### src/rtl/keypad_pkg.sv
// Shared key codes, FSM state encodings and helpers for the keypad entry controller.
package keypad_pkg;

    localparam logic [3:0] KEY_A    = 4'hA;
    localparam logic [3:0] KEY_B    = 4'hB;
    localparam logic [3:0] KEY_C    = 4'hC;
    localparam logic [3:0] KEY_STAR = 4'hD;
    localparam logic [3:0] KEY_HASH = 4'hE;
    localparam logic [3:0] KEY_NONE = 4'hF;

    typedef enum logic [1:0] {
        ENTER_A = 2'd0,
        ENTER_B = 2'd1,
        HOLD    = 2'd2
    } state_t;

    typedef enum logic {
        WAIT_PRESS   = 1'b0,
        WAIT_RELEASE = 1'b1
    } trk_state_t;

    function automatic logic is_digit(input logic [3:0] code);
        return (code <= 4'h9);
    endfunction

endpackage

### src/rtl/keypad_entry_ctrl_if.sv
// Key input, operand handshake and entry status bundle between the keypad controller and its user.
interface keypad_entry_ctrl_if;

    logic [3:0]  key_code;
    logic        out_ready;
    logic        out_valid;
    logic [11:0] operand_a;
    logic [11:0] operand_b;
    logic [11:0] display_bcd;
    logic [1:0]  digit_count;
    logic        entering_b;
    logic        err;

    modport master (
        output key_code, out_ready,
        input  out_valid, operand_a, operand_b, display_bcd, digit_count, entering_b, err
    );

    modport slave (
        input  key_code, out_ready,
        output out_valid, operand_a, operand_b, display_bcd, digit_count, entering_b, err
    );

endinterface

### src/rtl/key_event_detector.sv
// Press/release tracker: one key_evt pulse per stable press, re-armed only by a stable release.
module key_event_detector
    import keypad_pkg::*;
#(
    parameter int STABLE_CYCLES = 4096
) (
    input  logic       clk,
    input  logic       reset,
    input  logic [3:0] key_code,
    output logic       key_evt,
    output logic [3:0] key_val
);

    localparam logic [15:0] STABLE_W = 16'(STABLE_CYCLES);

    trk_state_t  trk_q, trk_d;
    logic [15:0] cnt_q, cnt_d;
    logic [3:0]  last_q, last_d;
    logic        evt_q, evt_d;
    logic [3:0]  val_q, val_d;

    // Run-length counter saturates so a long hold never re-fires; the state gates press vs release.
    always_comb begin
        trk_d  = trk_q;
        cnt_d  = cnt_q;
        last_d = key_code;
        evt_d  = 1'b0;
        val_d  = val_q;
        if (key_code != last_q) begin
            cnt_d = 16'd1;
        end else if (cnt_q != STABLE_W) begin
            cnt_d = cnt_q + 16'd1;
        end else begin
            cnt_d = cnt_q;
        end
        case (trk_q)
            WAIT_PRESS: begin
                if ((cnt_d == STABLE_W) && (key_code != KEY_NONE)) begin
                    evt_d = 1'b1;
                    val_d = key_code;
                    trk_d = WAIT_RELEASE;
                end else begin
                    trk_d = WAIT_PRESS;
                end
            end
            WAIT_RELEASE: begin
                if ((cnt_d == STABLE_W) && (key_code == KEY_NONE)) begin
                    trk_d = WAIT_PRESS;
                end else begin
                    trk_d = WAIT_RELEASE;
                end
            end
            default: trk_d = WAIT_PRESS;
        endcase
    end

    // Tracker state register.
    always_ff @(posedge clk or posedge reset) begin
        if (reset) begin
            trk_q  <= WAIT_PRESS;
            cnt_q  <= 16'd0;
            last_q <= KEY_NONE;
            evt_q  <= 1'b0;
            val_q  <= 4'h0;
        end else begin
            trk_q  <= trk_d;
            cnt_q  <= cnt_d;
            last_q <= last_d;
            evt_q  <= evt_d;
            val_q  <= val_d;
        end
    end

    assign key_evt = evt_q;
    assign key_val = val_q;

endmodule

### src/rtl/keypad_entry_ctrl.sv
// Keypad operand entry: collects two 3-digit BCD operands and offers them with a valid/ready handshake.
module keypad_entry_ctrl
    import keypad_pkg::*;
#(
    parameter int STABLE_CYCLES = 4096
) (
    input  logic                clk,
    input  logic                reset,
    keypad_entry_ctrl_if.slave  bus
);

    logic       key_evt;
    logic [3:0] key_val;

    state_t      state_q, state_d;
    logic [11:0] disp_q, disp_d;
    logic [1:0]  cnt_q, cnt_d;
    logic [11:0] opa_q, opa_d;
    logic [11:0] opb_q, opb_d;
    logic        valid_q, valid_d;
    logic        err_q, err_d;

    key_event_detector #(
        .STABLE_CYCLES (STABLE_CYCLES)
    ) u_det (
        .clk      (clk),
        .reset    (reset),
        .key_code (bus.key_code),
        .key_evt  (key_evt),
        .key_val  (key_val)
    );

    // Entry FSM: key events edit the operand being typed; HOLD only waits for the transfer.
    always_comb begin
        state_d = state_q;
        disp_d  = disp_q;
        cnt_d   = cnt_q;
        opa_d   = opa_q;
        opb_d   = opb_q;
        valid_d = valid_q;
        err_d   = 1'b0;
        case (state_q)
            ENTER_A, ENTER_B: begin
                if (!key_evt) begin
                    state_d = state_q;
                end else if (is_digit(key_val)) begin
                    if (cnt_q != 2'd3) begin
                        disp_d = {disp_q[7:0], key_val};
                        cnt_d  = cnt_q + 2'd1;
                    end else begin
                        err_d = 1'b1;
                    end
                end else begin
                    case (key_val)
                        KEY_A: begin
                            if ((state_q == ENTER_A) && (cnt_q != 2'd0)) begin
                                opa_d   = disp_q;
                                disp_d  = 12'h000;
                                cnt_d   = 2'd0;
                                state_d = ENTER_B;
                            end else begin
                                err_d = 1'b1;
                            end
                        end
                        KEY_HASH: begin
                            if ((state_q == ENTER_B) && (cnt_q != 2'd0)) begin
                                opb_d   = disp_q;
                                valid_d = 1'b1;
                                state_d = HOLD;
                            end else begin
                                err_d = 1'b1;
                            end
                        end
                        KEY_STAR: begin
                            disp_d = 12'h000;
                            cnt_d  = 2'd0;
                        end
                        KEY_C: begin
                            disp_d  = 12'h000;
                            cnt_d   = 2'd0;
                            opa_d   = 12'h000;
                            opb_d   = 12'h000;
                            state_d = ENTER_A;
                        end
                        KEY_B:   err_d = 1'b1;
                        default: err_d = 1'b1;
                    endcase
                end
            end
            HOLD: begin
                if (valid_q && bus.out_ready) begin
                    valid_d = 1'b0;
                    opa_d   = 12'h000;
                    opb_d   = 12'h000;
                    disp_d  = 12'h000;
                    cnt_d   = 2'd0;
                    state_d = ENTER_A;
                end else begin
                    state_d = HOLD;
                end
            end
            default: state_d = ENTER_A;
        endcase
    end

    // Entry FSM and output registers.
    always_ff @(posedge clk or posedge reset) begin
        if (reset) begin
            state_q <= ENTER_A;
            disp_q  <= 12'h000;
            cnt_q   <= 2'd0;
            opa_q   <= 12'h000;
            opb_q   <= 12'h000;
            valid_q <= 1'b0;
            err_q   <= 1'b0;
        end else begin
            state_q <= state_d;
            disp_q  <= disp_d;
            cnt_q   <= cnt_d;
            opa_q   <= opa_d;
            opb_q   <= opb_d;
            valid_q <= valid_d;
            err_q   <= err_d;
        end
    end

    assign bus.out_valid   = valid_q;
    assign bus.operand_a   = opa_q;
    assign bus.operand_b   = opb_q;
    assign bus.display_bcd = disp_q;
    assign bus.digit_count = cnt_q;
    assign bus.entering_b  = (state_q == ENTER_B);
    assign bus.err         = err_q;

endmodule

### src/flat_wrapper.sv
// flat-port wrapper written by rule: the top's interface ports become plain ports
module keypad_entry_ctrl_flat import keypad_pkg::*;
#(
    parameter int STABLE_CYCLES = 4096
)
  (clk, reset, bus_key_code, bus_out_ready, bus_out_valid, bus_operand_a, bus_operand_b, bus_display_bcd, bus_digit_count, bus_entering_b, bus_err);
  keypad_entry_ctrl_if bus_i ();
  input  logic clk;
  input  logic reset;
  input wire logic [$bits(bus_i.key_code)-1:0] bus_key_code;
  input wire logic [$bits(bus_i.out_ready)-1:0] bus_out_ready;
  output wire logic [$bits(bus_i.out_valid)-1:0] bus_out_valid;
  output wire logic [$bits(bus_i.operand_a)-1:0] bus_operand_a;
  output wire logic [$bits(bus_i.operand_b)-1:0] bus_operand_b;
  output wire logic [$bits(bus_i.display_bcd)-1:0] bus_display_bcd;
  output wire logic [$bits(bus_i.digit_count)-1:0] bus_digit_count;
  output wire logic [$bits(bus_i.entering_b)-1:0] bus_entering_b;
  output wire logic [$bits(bus_i.err)-1:0] bus_err;
  assign bus_i.key_code = bus_key_code;
  assign bus_i.out_ready = bus_out_ready;
  assign bus_out_valid = bus_i.out_valid;
  assign bus_operand_a = bus_i.operand_a;
  assign bus_operand_b = bus_i.operand_b;
  assign bus_display_bcd = bus_i.display_bcd;
  assign bus_digit_count = bus_i.digit_count;
  assign bus_entering_b = bus_i.entering_b;
  assign bus_err = bus_i.err;
  keypad_entry_ctrl #(.STABLE_CYCLES(STABLE_CYCLES)) u_core (.clk(clk), .reset(reset), .bus(bus_i));
endmodule
### config.mk
export PLATFORM = sky130hd
export DESIGN_NAME = keypad_entry_ctrl_flat
export DESIGN_NICKNAME = d
export VERILOG_FILES = /design/src/rtl/keypad_pkg.sv /design/src/rtl/keypad_entry_ctrl_if.sv /design/src/rtl/key_event_detector.sv /design/src/rtl/keypad_entry_ctrl.sv /design/src/flat_wrapper.sv
export SDC_FILE = /design/constraint.sdc
export NUM_CORES = 1
export LEC_CHECK = 0
export BUFFER_PORTS_ARGS = -buffer_cell sky130_fd_sc_hd__buf_4
export CORE_AREA = 2 2 101 103
export DETAILED_ROUTE_END_ITERATION = 10
export DIE_AREA = 0 0 103 105
export HOLD_SLACK_MARGIN = 0.15
export PLACE_DENSITY_LB_ADDON = 0.3
export RECOVER_POWER = 50
export SLEW_MARGIN = 20
export SYNTH_ARGS = -nofsm -noshare
export SYNTH_HDL_FRONTEND = slang
export SYNTH_SLANG_ARGS = --single-unit
### constraint.sdc
create_clock -name clk -period 3.75 [get_ports clk]
set_input_delay 0.1875 -clock clk [delete_from_list [all_inputs] [get_ports clk]]
set_output_delay 0.1875 -clock clk [all_outputs]
set_load 0.05 [all_outputs]
==> flow_summary.rst <==
.. list-table::
   :header-rows: 1

   * - Metric
     - Value
   * - Simple-gate share of the synthesized area
     - 21.5%
   * - Normalized max-slew margin
     - -38.1%
   * - Vias in the first global route
     - 2,472
   * - Vertical die dimension
     - 105 um
   * - Maxcap violations
     - 1
   * - R2R Path Start
     - u_core.u_det.last_q[1]
   * - Number of distinct library cells after synthesis
     - 50
   * - Vias after detailed routing
     - 2,517
   * - Largest net degree at the start of global routing
     - 47
   * - All-layer global routing usage
     - 14.4%
   * - Source of the worst hold timing path
     - bus_out_ready
   * - Leakage power
     - 1.62 nW
   * - Net count after synthesis
     - 346
   * - Effective utilization at floorplan
     - 34.9%
   * - Portion of the clock cycle consumed by the worst path in the final layout
     - 74.8%
   * - Floorplan die width
     - 103 um
   * - Chain of cells forming the critical path
     - dlygate4sd3_1 > clkbuf_1 > xnor2_1 > nand4_1 > clkbuf_1 > nor2_1 > nor4_2 > nand4b_4 > mux2_4
   * - Tmin final
     - 2800 ps
   * - Final hold violations
     - 0
   * - Boundary pin count
     - 48
   * - Per-cell via count in the routed design
     - 4.84
   * - Violations in the final reports
     - max-capacitance violations, max-slew violations
   * - Placed Area
     - 3770 um^2
   * - Fraction of layout cells with a size suffix above 1
     - 12.4%
   * - Number of sinks driven by the clock tree
     - 68
   * - Number of standard cells after synthesis
     - 335
   * - Total die area
     - 10,800 um^2
   * - TritonCTS buffer count
     - 9
   * - Initial antenna violation count
     - 0
   * - Fill count
     - 1,006
   * - Latest clock arrival within the worst-skew pair
     - 350 ps
   * - Post-Route Utilization
     - 40.4%
   * - Number of post-CTS setup repair buffers
     - 0
   * - Post-detailed-route count of antenna-violating nets
     - 0
   * - Std-Cell Core Area
     - 9640 um^2
   * - Final number of setup-violating endpoints
     - 0
   * - Actual transition at the worst max-transition pin
     - 2060 ps
   * - Number of placement rows
     - 36
   * - Largest family of logic cells by synthesized area
     - simple AND/OR/NAND/NOR gates
   * - Post-route cell area
     - 3890 um^2
   * - Overflow left after global routing
     - 0
   * - Required time worst endpoint
     - 3980 ps
   * - Most frequent cells in the layout
     - dfrtp_1, clkbuf_1, nand2_1, nor2_1, o21ai_0
   * - Residual DRC
     - 0
   * - Post-synthesis mux area share
     - 3.50%
   * - Clock Pin Slew Worst Setup and Hold Paths
     - 70 ps
   * - Number of flops mapped to enable cells by yosys
     - 0
   * - Maximum clock skew at final layout
     - 9.70 ps
   * - Worst supply voltage drop on vdd
     - 0.183 mV
   * - Critical Path Slowest Stage Cell
     - clkbuf_1
   * - Number of levels in the clock H-tree
     - 3
   * - Start-to-end type of the worst setup path
     - in -> reg
   * - Source of the critical timing path
     - bus_key_code[3]
   * - TritonCTS clock tree
     - done
   * - Post-synthesis share of cell area spent on full adders, half adders and majority gates
     - 1.49%
   * - Seq cells post-synth
     - 68
   * - Most frequent standard cell in the layout excluding fill and tap cells
     - dfrtp_1
   * - Number of port buffers
     - 47
   * - Post-detailed-placement half-perimeter wirelength
     - 4.96 mm
   * - Starting DRC count in detailed routing
     - 81
   * - Netlist area before placement
     - 3360 um^2
   * - Drt pass-1 iters
     - 6
   * - Class of the worst hold path
     - in -> reg
   * - Highest cell delay on the worst timing path
     - 760 ps
   * - Relative area change from synthesis to final layout
     - 15.8%
   * - Routability Congestion
     - 0.845
   * - Cell with the most instances on the worst path
     - clkbuf_1
   * - PD cells
     - 377 nW/um^2
   * - Routed Wire Length
     - 7.26 mm
   * - Crit path DAT
     - 3040 ps
   * - Max-slew violation total from the final report
     - 47
   * - Net count of the finished layout
     - 393
   * - Result of the run
     - finished, violations left
   * - Fraction of registers with async set or reset after synthesis
     - 100%
   * - Synth Area in Compound Gates
     - 11.2%
   * - Total negative setup slack
     - 0 ps
   * - Average cell area after synthesis
     - 10.0 um^2
   * - Crit start category
     - input pin
   * - Setup repair after global routing missed its margin
     - false
   * - Synthesized-area fraction occupied by xor and xnor cells
     - 5.21%
   * - First-pass GRT wire length
     - 12.4 mm
   * - Clk buf depth
     - 2
   * - Average routed wire per standard cell
     - 14.0 um
   * - Diode insertion count for antenna repair
     - 0
   * - Biggest fanout along the worst timing path
     - 21
   * - Clk root buf
     - clkbuf_8
   * - Highest clock rate
     - 0.357 GHz
   * - Sequential element share of the synthesized area
     - 50.8%
   * - Type of element capturing the critical path
     - flip-flop
   * - Primary flip-flop cell chosen by synthesis mapping
     - dfrtp_1
   * - Synthesis warning total
     - 0
   * - Total power after layout
     - 1.47 mW
cell families after synthesis:
logic type      count (synthesis)
mux                             9
fa+ha+maj                       4
simple gates                  133
xor+xnor                       20
buf+inv                        40
compound gates                 61
flops                          68
flip-flops by register name, indices dropped and copies added (netlist names), named ones only:
name                    flops
u_core.bus.err              1
u_core.u_det.cnt_q         16
u_core.u_det.key_evt        1
u_core.bus.operand_a       12
u_core.bus.operand_b       12
u_core.bus.display_bcd     12
u_core.state_q              2
u_core.bus.out_valid        1
u_core.bus.digit_count      2
u_core.u_det.key_val        4
u_core.u_det.last_q         4
stage by stage:
step / hold WS, ps / worst slack, ps / instances
after floorplan: 192 / 1360 / 335
after global placement: 334 / 1170 / 499
after detailed placement: 333 / 1130 / 499
after CTS: 160 / 1120 / 520
after global routing: 180 / 692 / 520
final: 177 / 946 / 520
area by class of cell:
type | count | area, um^2 | share of cell area, %
clock buffers | 9 | 124 | 3.18
clock inverters | 7 | 100 | 2.57
inverters | 19 | 72.6 | 1.86
multi-input cells | 227 | 1440 | 37.1
flip-flops and latches | 68 | 1710 | 43.9
well taps | 133 | 166 | 4.28
repair buffers | 57 | 279 | 7.17
timing repair:
| action | 4_1_cts | 5_1_grt |
|---|---|---|
| gates resized for setup | 0 | 0 |
| hold endpoints to repair | 53 | 0 |
| setup endpoints to repair | 0 | 0 |
| hold buffers | 5 | 0 |
layer usage:
layer	global-route usage [%]	vias up	share of wire [%]
met4	5.17	0	1.7
met5	0	-	0
met2	22.5	58	47
met3	3.68	14	4.8
li1	-	1250	-
met1	19.2	1195	46
final timing paths:
path,slack [ps],endpoint,depth (start not counted)
setup / recovery,950,u_core.u_det.key_val[2],9
hold / removal,180,u_core.state_q[1],4
setup reg to reg,1040,u_core.u_det.key_val[2],7
hold reg to reg,480,u_core.bus.operand_b[2],2
max in group asynchronous,1670,u_core.u_det.last_q[0],4
min in group asynchronous,920,u_core.bus.operand_a[5],3
synth_stat cells (2+ instances only):
cell type,n,area (um^2)
buf_6,3,33.8
nor3b_1,4,30.0
nor3_1,5,25.0
o21ai_0,31,155
clkbuf_8,3,41.3
nand2_1,41,154
nor2_1,31,116
nand3b_1,2,15.0
nand4_1,6,37.5
o31ai_1,2,15.0
mux2_4,5,75.1
inv_1,19,71.3
dfstp_2,4,105
nand2b_1,3,18.8
nand3_1,22,110
nor4_2,2,25.0
dfrtp_1,64,1600
xnor2_1,13,114
mux2i_1,2,20.0
buf_4,2,15.0
xor2_1,7,61.3
ha_1,4,50.1
a21oi_1,7,35.0
nor4_4,2,42.5
o211ai_1,2,15.0
clkbuf_1,12,45.0
a31oi_1,2,12.5
nor2b_1,3,18.8
a22o_1,11,96.3
power by group:
part / leakage (nW) / switching, mW / internal, mW
combinational: 0.654 / 0.0301 / 0.0171
clock: 0.102 / 0.302 / 0.377
sequential: 0.864 / 0.00313 / 0.738
worst max-delay path, delay by kind of cell:
family | cells | cell delay [ps]
xor gates and xnor gates | 1 | 140
buffers and inverters | 3 | 1470
muxes | 1 | 330
and+or+nand+nor | 4 | 900
No activity file was read; power rests on OpenSTA's default activity.
